File: src/rtl/cmd_arbiter_if.sv
// Command-source/arbiter bundle: per-channel req/done plus the watchdog limit in,
// grant, sequence number and abort status out.
interface cmd_arbiter_if #(
  parameter int N_CH      = 2,
  parameter int CSN_W     = 32,
  parameter int TIMEOUT_W = 16
);
  localparam int GW = $clog2(N_CH);

  logic [N_CH-1:0]      req;
  logic [N_CH-1:0]      done;
  logic [TIMEOUT_W-1:0] timeout_cycles;
  logic [N_CH-1:0]      run;
  logic [GW-1:0]        grant_id;
  logic                 busy;
  logic [CSN_W-1:0]     csn;
  logic                 timeout_err;
  logic [15:0]          timeout_count;

  modport master (
    output req, done, timeout_cycles,
    input  run, grant_id, busy, csn, timeout_err, timeout_count
  );

  modport slave (
    input  req, done, timeout_cycles,
    output run, grant_id, busy, csn, timeout_err, timeout_count
  );
endinterface

File: src/rtl/cmd_arbiter.sv
// Command arbiter: grants one channel until its done or a watchdog abort; req->run is 1 cycle.
// Fixed priority (ch0 highest) by default; define CMD_ARB_ROUND_ROBIN_EN for round-robin.
module cmd_arbiter #(
  parameter int N_CH      = 2,
  parameter int CSN_W     = 32,
  parameter int TIMEOUT_W = 16
) (
  input logic          clk,
  input logic          rst,
  cmd_arbiter_if.slave cmd
);
  localparam int GW = $clog2(N_CH);

  typedef enum logic [1:0] {IDLE, RUN, ABORT} state_t;

  state_t               state;
  logic [N_CH-1:0]      run_q;
  logic [GW-1:0]        gid_q;
  logic                 busy_q;
  logic [CSN_W-1:0]     csn_q;
  logic                 terr_q;
  logic [15:0]          tcnt_q;
  logic [TIMEOUT_W-1:0] wd_q;
  logic [GW-1:0]        winner;
  logic                 expire;

`ifdef CMD_ARB_ROUND_ROBIN_EN
  logic [GW-1:0] ptr_q;
  logic [GW-1:0] ptr_next;
  logic [GW-1:0] rr_idx;

  always_comb ptr_next = (int'(gid_q) == N_CH - 1) ? '0 : gid_q + 1'b1;

  // Walk from the farthest candidate back to ptr so the nearest requester wins.
  always_comb begin
    winner = '0;
    rr_idx = '0;
    for (int i = N_CH - 1; i >= 0; i--) begin
      rr_idx = GW'((int'(ptr_q) + i) % N_CH);
      if (cmd.req[rr_idx]) winner = rr_idx;
    end
  end
`else
  always_comb begin
    winner = '0;
    for (int i = N_CH - 1; i >= 0; i--) begin
      if (cmd.req[i]) winner = GW'(i);
    end
  end
`endif

  // Limit is read live so a mid-grant change applies on the very next compare.
  assign expire = (cmd.timeout_cycles != '0) &&
                  (wd_q == cmd.timeout_cycles - 1'b1);

  always_ff @(posedge clk) begin
    if (rst) begin
      state  <= IDLE;
      run_q  <= '0;
      gid_q  <= '0;
      busy_q <= 1'b0;
      csn_q  <= '0;
      terr_q <= 1'b0;
      tcnt_q <= '0;
      wd_q   <= '0;
`ifdef CMD_ARB_ROUND_ROBIN_EN
      ptr_q  <= '0;
`endif
    end else begin
      terr_q <= 1'b0;
      unique case (state)
        IDLE: begin
          wd_q <= '0;
          if (|cmd.req) begin
            state  <= RUN;
            gid_q  <= winner;
            run_q  <= N_CH'(1) << winner;
            busy_q <= 1'b1;
          end
        end
        RUN: begin
          if (wd_q != '1) wd_q <= wd_q + 1'b1;
          if (cmd.done[gid_q]) begin
            state  <= IDLE;
            run_q  <= '0;
            busy_q <= 1'b0;
            csn_q  <= csn_q + 1'b1;
`ifdef CMD_ARB_ROUND_ROBIN_EN
            ptr_q  <= ptr_next;
`endif
          end else if (expire) begin
            state  <= ABORT;
            run_q  <= '0;
            busy_q <= 1'b0;
            terr_q <= 1'b1;
            if (tcnt_q != 16'hFFFF) tcnt_q <= tcnt_q + 16'd1;
`ifdef CMD_ARB_ROUND_ROBIN_EN
            ptr_q  <= ptr_next;
`endif
          end
        end
        ABORT: begin
          state <= IDLE;
        end
        default: begin
          state <= IDLE;
        end
      endcase
    end
  end

  assign cmd.run           = run_q;
  assign cmd.grant_id      = gid_q;
  assign cmd.busy          = busy_q;
  assign cmd.csn           = csn_q;
  assign cmd.timeout_err   = terr_q;
  assign cmd.timeout_count = tcnt_q;
endmodule

File: src/flat_wrapper.sv
// flat-port wrapper written by rule: the top's interface ports become plain ports
module cmd_arbiter_flat 
#(
  parameter int N_CH      = 2,
  parameter int CSN_W     = 32,
  parameter int TIMEOUT_W = 16
)
  (clk, rst, cmd_req, cmd_done, cmd_timeout_cycles, cmd_run, cmd_grant_id, cmd_busy, cmd_csn, cmd_timeout_err, cmd_timeout_count);
  cmd_arbiter_if #(.N_CH(N_CH), .CSN_W(CSN_W), .TIMEOUT_W(TIMEOUT_W)) cmd_i ();
  input logic clk;
  input logic rst;
  input wire logic [$bits(cmd_i.req)-1:0] cmd_req;
  input wire logic [$bits(cmd_i.done)-1:0] cmd_done;
  input wire logic [$bits(cmd_i.timeout_cycles)-1:0] cmd_timeout_cycles;
  output wire logic [$bits(cmd_i.run)-1:0] cmd_run;
  output wire logic [$bits(cmd_i.grant_id)-1:0] cmd_grant_id;
  output wire logic [$bits(cmd_i.busy)-1:0] cmd_busy;
  output wire logic [$bits(cmd_i.csn)-1:0] cmd_csn;
  output wire logic [$bits(cmd_i.timeout_err)-1:0] cmd_timeout_err;
  output wire logic [$bits(cmd_i.timeout_count)-1:0] cmd_timeout_count;
  assign cmd_i.req = cmd_req;
  assign cmd_i.done = cmd_done;
  assign cmd_i.timeout_cycles = cmd_timeout_cycles;
  assign cmd_run = cmd_i.run;
  assign cmd_grant_id = cmd_i.grant_id;
  assign cmd_busy = cmd_i.busy;
  assign cmd_csn = cmd_i.csn;
  assign cmd_timeout_err = cmd_i.timeout_err;
  assign cmd_timeout_count = cmd_i.timeout_count;
  cmd_arbiter #(.N_CH(N_CH), .CSN_W(CSN_W), .TIMEOUT_W(TIMEOUT_W)) u_core (.clk(clk), .rst(rst), .cmd(cmd_i));
endmodule
File: config.mk
export PLATFORM = sky130hd
export DESIGN_NAME = cmd_arbiter_flat
export DESIGN_NICKNAME = d
export VERILOG_FILES = /design/src/rtl/cmd_arbiter_if.sv /design/src/rtl/cmd_arbiter.sv /design/src/flat_wrapper.sv
export SDC_FILE = /design/constraint.sdc
export NUM_CORES = 1
export LEC_CHECK = 0
export ABC_AREA = 0
export CAP_MARGIN = 25
export CELL_PAD_IN_SITES_DETAIL_PLACEMENT = 0
export CELL_PAD_IN_SITES_GLOBAL_PLACEMENT = 1
export CORE_MARGIN = 2
export CORE_UTILIZATION = 41
export DETAILED_ROUTE_END_ITERATION = 12
export PLACE_DENSITY = 0.84
export SYNTH_ARGS = -nofsm -noshare
export SYNTH_HDL_FRONTEND = slang
export SYNTH_SLANG_ARGS = --single-unit
File: constraint.sdc
create_clock -name clk -period 5.2 [get_ports clk]
set_input_delay 0.52 -clock clk [delete_from_list [all_inputs] [get_ports clk]]
set_output_delay 0.52 -clock clk [all_outputs]
set_load 0.05 [all_outputs]
==> summary.md <==
| Metric | Value |
|---|---|
| Status | completed |
| CP arrival | 4130 ps |
| Site row count | 35 |
| Dpl cells | 630 |
| RSZ-0062 raised after global routing | no |
| Initial antenna violation count | 0 |
| Nets | 556 |
| Core Area | 9150 µm² |
| Fin. Hold Viols | 0 |
| Worst Reg-to-Reg Cells | 7 |
| Hold depth | 2 |
| Die width | 101 µm |
| Syn. warnings | 0 |
| Sw power | 282 µW |
| Startpoint types | primary input |
| Primary FF master, synth | dfxtp_1 |
| Post-CTS setup buffers | 0 |
| #FFs+latches synth | 71 |
| Dominant cell type by area after synthesis | dfxtp_1 |
| Slew Limit Fails | 0 |
| Net count after synthesis | 487 |
| Area growth syn-to-layout | 26.2% |
| CTS Sinks | 71 |
| Post-synth cell types | 55 |
| Clock skew | 13.3 ps |
| Setup TNS Final | 0 ps |
| Asr flop ratio synth | 0% |
| Fmax | 257 MHz |
| Sequential cell area fraction in the yosys report | 37.1% |
| Number of synthesized flops with an enable pin | 0 |
| RR Startpoint | u_core.wd_q[2]$_SDFFE_PP0P_ |
| Critical R2R Capture | u_core.cmd.timeout_count[9]$_SDFFE_PP0P_ |
| Critical Path End Type | flip-flop |
| Worst-path cell chain | clkdlybuf4s50_1 -> inv_1 -> ha_1 -> nor2b_1 -> or3_1 -> a311o_1 -> a2111oi_0 -> nand3_1 -> nor4_4 -> nand4_1 -> mux2_1 |
| Vias in the first global route | 3092 |
| Syn Area/Cell | 8.31 µm² |
| Iteration-0 DRC Markers | 84 |
| Vias | 3376 |
| Tightest Pin Transition | 743 ps |
| Switching Fraction | 25.8% |
| Inserted Diodes | 0 |
| Full die area | 10100 µm² |
| Global-route wire length before repair | 14.4 mm |
| Cell Area, Synth | 3830 µm² |
| Remaining DRCs | 0 |
| Cts repair resizes | 0 |
| Share of cells above drive strength 1 | 7.12% |
| Combinational fraction of design power | 8.9% |
| Hold_buf cts | 0 |
| IO buf count | 74 |
| Worst VDD drop | 0.154 mV |
| Cell Int Power | 810 µW |
| Slowest stage delay, CP | 560 ps |
| Fin worst setup slack | 1310 ps |
| Initial core utilization | 41.8% |
| CTS Buf Count | 9 |
| Req. time, crit path | 5440 ps |
| Final ANT Viol Nets | 0 |
| Clock Tree Buf Depth | 2 |
| Setup CP Type | primary input to flip-flop |
| Non-filler cells, final | 645 |
| # IOs | 75 |
| Clock Latency Late Sink | 350 ps |
| Endpoint, Worst Hold | u_core.cmd.busy$_SDFFE_PP0P_ |
| CP max stage cell | nor4_4 |
| Max Cap Viol | 0 |
| Worst Min Path Start | u_core.cmd.busy$_SDFFE_PP0P_ |
| Min-delay worst type | flip-flop to flip-flop |
| Final wirelength | 8.85 mm |
| TritonCTS clock tree | yes |
| Reg2reg setup slack | 2160 ps |
| First-pass DRT Iterations | 4 |
| GP Congestion | 0.870 |
| Clock transition at path regs | 80 ps |
| Worst Setup Slack post-DPL | 982 ps |
| Power Total | 1.09 mW |
| Root buf cell | clkbuf_8 |
| Share of power burned in registers | 50.8% |
| Fin crit period | 3890 ps |
| Overflow after GRT | 0 |
| GRT Overall Usage | 17.6% |
| Max transition margin | 50.0% |
| Vias per inst | 5.23 |
| Synth Instances | 461 |
| Avg WL per Cell | 13.7 µm |
| Pin count of the biggest net entering global routing | 68 |
| Clock power share | 40.3% |
| HPWL after detailed placement | 6.43 mm |
| Final setup violating endpoints | 0 |
| Post-synth top area share | 37.1% |
| DIE HEIGHT | 101 µm |
| PD cells | 226 nW/µm² |
| Critical path peak fanout | 8 |
| H-tree depth | 3 |
| P_leak | 1.67 nW |
| Synth top area cells | dfxtp_1 (37%), xor2_1 (8.0%), nor2_1 (6.8%) |
| Tcrit/Tclk final | 74.9% |
[how the worst max path moves through the flow]
stage	to	startpoint	slack, ps	depth (start not counted)
finish	u_core.cmd.timeout_count[9]$_SDFFE_PP0P_	cmd_timeout_cycles[0]	1310	11
global route	u_core.cmd.timeout_count[9]$_SDFFE_PP0P_	cmd_timeout_cycles[0]	1110	11
CTS	u_core.cmd.timeout_count[9]$_SDFFE_PP0P_	cmd_timeout_cycles[0]	1350	11
detailed placement	u_core.cmd.timeout_count[9]$_SDFFE_PP0P_	cmd_timeout_cycles[0]	980	11
global placement	u_core.cmd.timeout_count[9]$_SDFFE_PP0P_	cmd_timeout_cycles[0]	1090	11
floorplan	u_core.cmd.timeout_count[9]$_SDFFE_PP0P_	cmd_timeout_cycles[0]	1910	10
[worst max-delay path, delay by kind of cell]
family | cells | cell delay [ps]
buf+inv | 2 | 610
mux | 1 | 330
compound gates | 2 | 700
simple gates | 5 | 1720
fa+ha+maj | 1 | 250
[layout make-up]
| cell class | instances | area (µm²) |
|---|---|---|
| Sequential cell | 71 | 1420 |
| Timing Repair Buffer | 75 | 743 |
| Multi-Input combinational cell | 364 | 2300 |
| Clock inverter | 6 | 71.3 |
| Inverter | 9 | 33.8 |
| Tap cell | 111 | 139 |
| Fill cell | 853 | 4320 |
| Clock buffer | 9 | 124 |
[stage by stage]
step / area, µm² / hold slack (ps) / util [%]
after detailed placement: 4640 / 499 / 50.7
after global placement: 4640 / 481 / 50.7
after global routing: 4830 / 526 / 52.8
after CTS: 4830 / 511 / 52.8
final: 4830 / 503 / 52.8
after floorplan: 3830 / 492 / -
[power by group through the flow]
stage                     Sequential [mW]  Combinational [mW]  Clock [mW]
after CTS                           0.554              0.0979       0.451
after global routing                0.555               0.107       0.473
after global placement              0.567              0.0963           0
after floorplan                     0.577              0.0471           0
after detailed placement            0.567              0.0974           0
final                               0.554              0.0976       0.440
[cell usage after synthesis (4+ instances only)]
cell type and n:
dfxtp_1 71, nor2_1 69, nand2_1 35, xor2_1 35, xnor2_1 26, nand3_1 24
a21oi_1 22, nand4_1 16, o21ai_0 15, nor2b_1 14, clkbuf_1 13, or3_1 10
and4_1 9, inv_1 9, nor3_1 9, nand2b_1 8, and3_1 7, mux2_2 5
nor4_1 5, a31o_2 4, a31oi_1 4, ha_1 4
[registers in the layout, indices dropped and copies added, names as in the netlist]
signal / count
u_core.cmd.timeout_count: 16
u_core.state: 2
u_core.cmd.csn: 32
u_core.wd_q: 16
u_core.cmd.timeout_err: 1
u_core.cmd.busy: 1
u_core.cmd.grant_id: 1
u_core.cmd.run: 2
[kinds of logic after synthesis]
| group | after synthesis | synth area share, % |
|---|---|---|
| AND/OR/NAND/NOR | 228 | 32.1 |
| adder cells (fa/ha/maj) | 4 | 1.31 |
| AO/OA/AOI/OAI | 62 | 10.1 |
| flip-flops | 71 | 37.1 |
| XOR/XNOR | 61 | 13.9 |
| buffers and inverters | 26 | 2.78 |
| multiplexers | 9 | 2.58 |
[cells in the final DEF, fill, tap and decap left out, drive strengths merged, types with 7 or more instances in the layout]
cell type      instances
nor2                  70
nor3                   9
xnor2                 26
dfxtp                 71
inv                   10
clkbuf                 9
or3                   10
nand2b                 8
nor2b                 14
nor4                   9
and4                   9
nand2                 35
nand4                 16
clkdlybuf4s50         73
xor2                  35
nand3                 24
a21oi                 22
mux2                   7
and3                   8
o21ai                 15
[metal layers]
metal	vias up	part of all wire [%]	GRT usage [%]
met5	-	0	0
met4	0	0.85	3.48
met3	9	5.6	6.31
met2	66	43	26.9
met1	1550	50	24.0
li1	1751	-	-
Note: power is estimated with default switching activity, not from simulation.
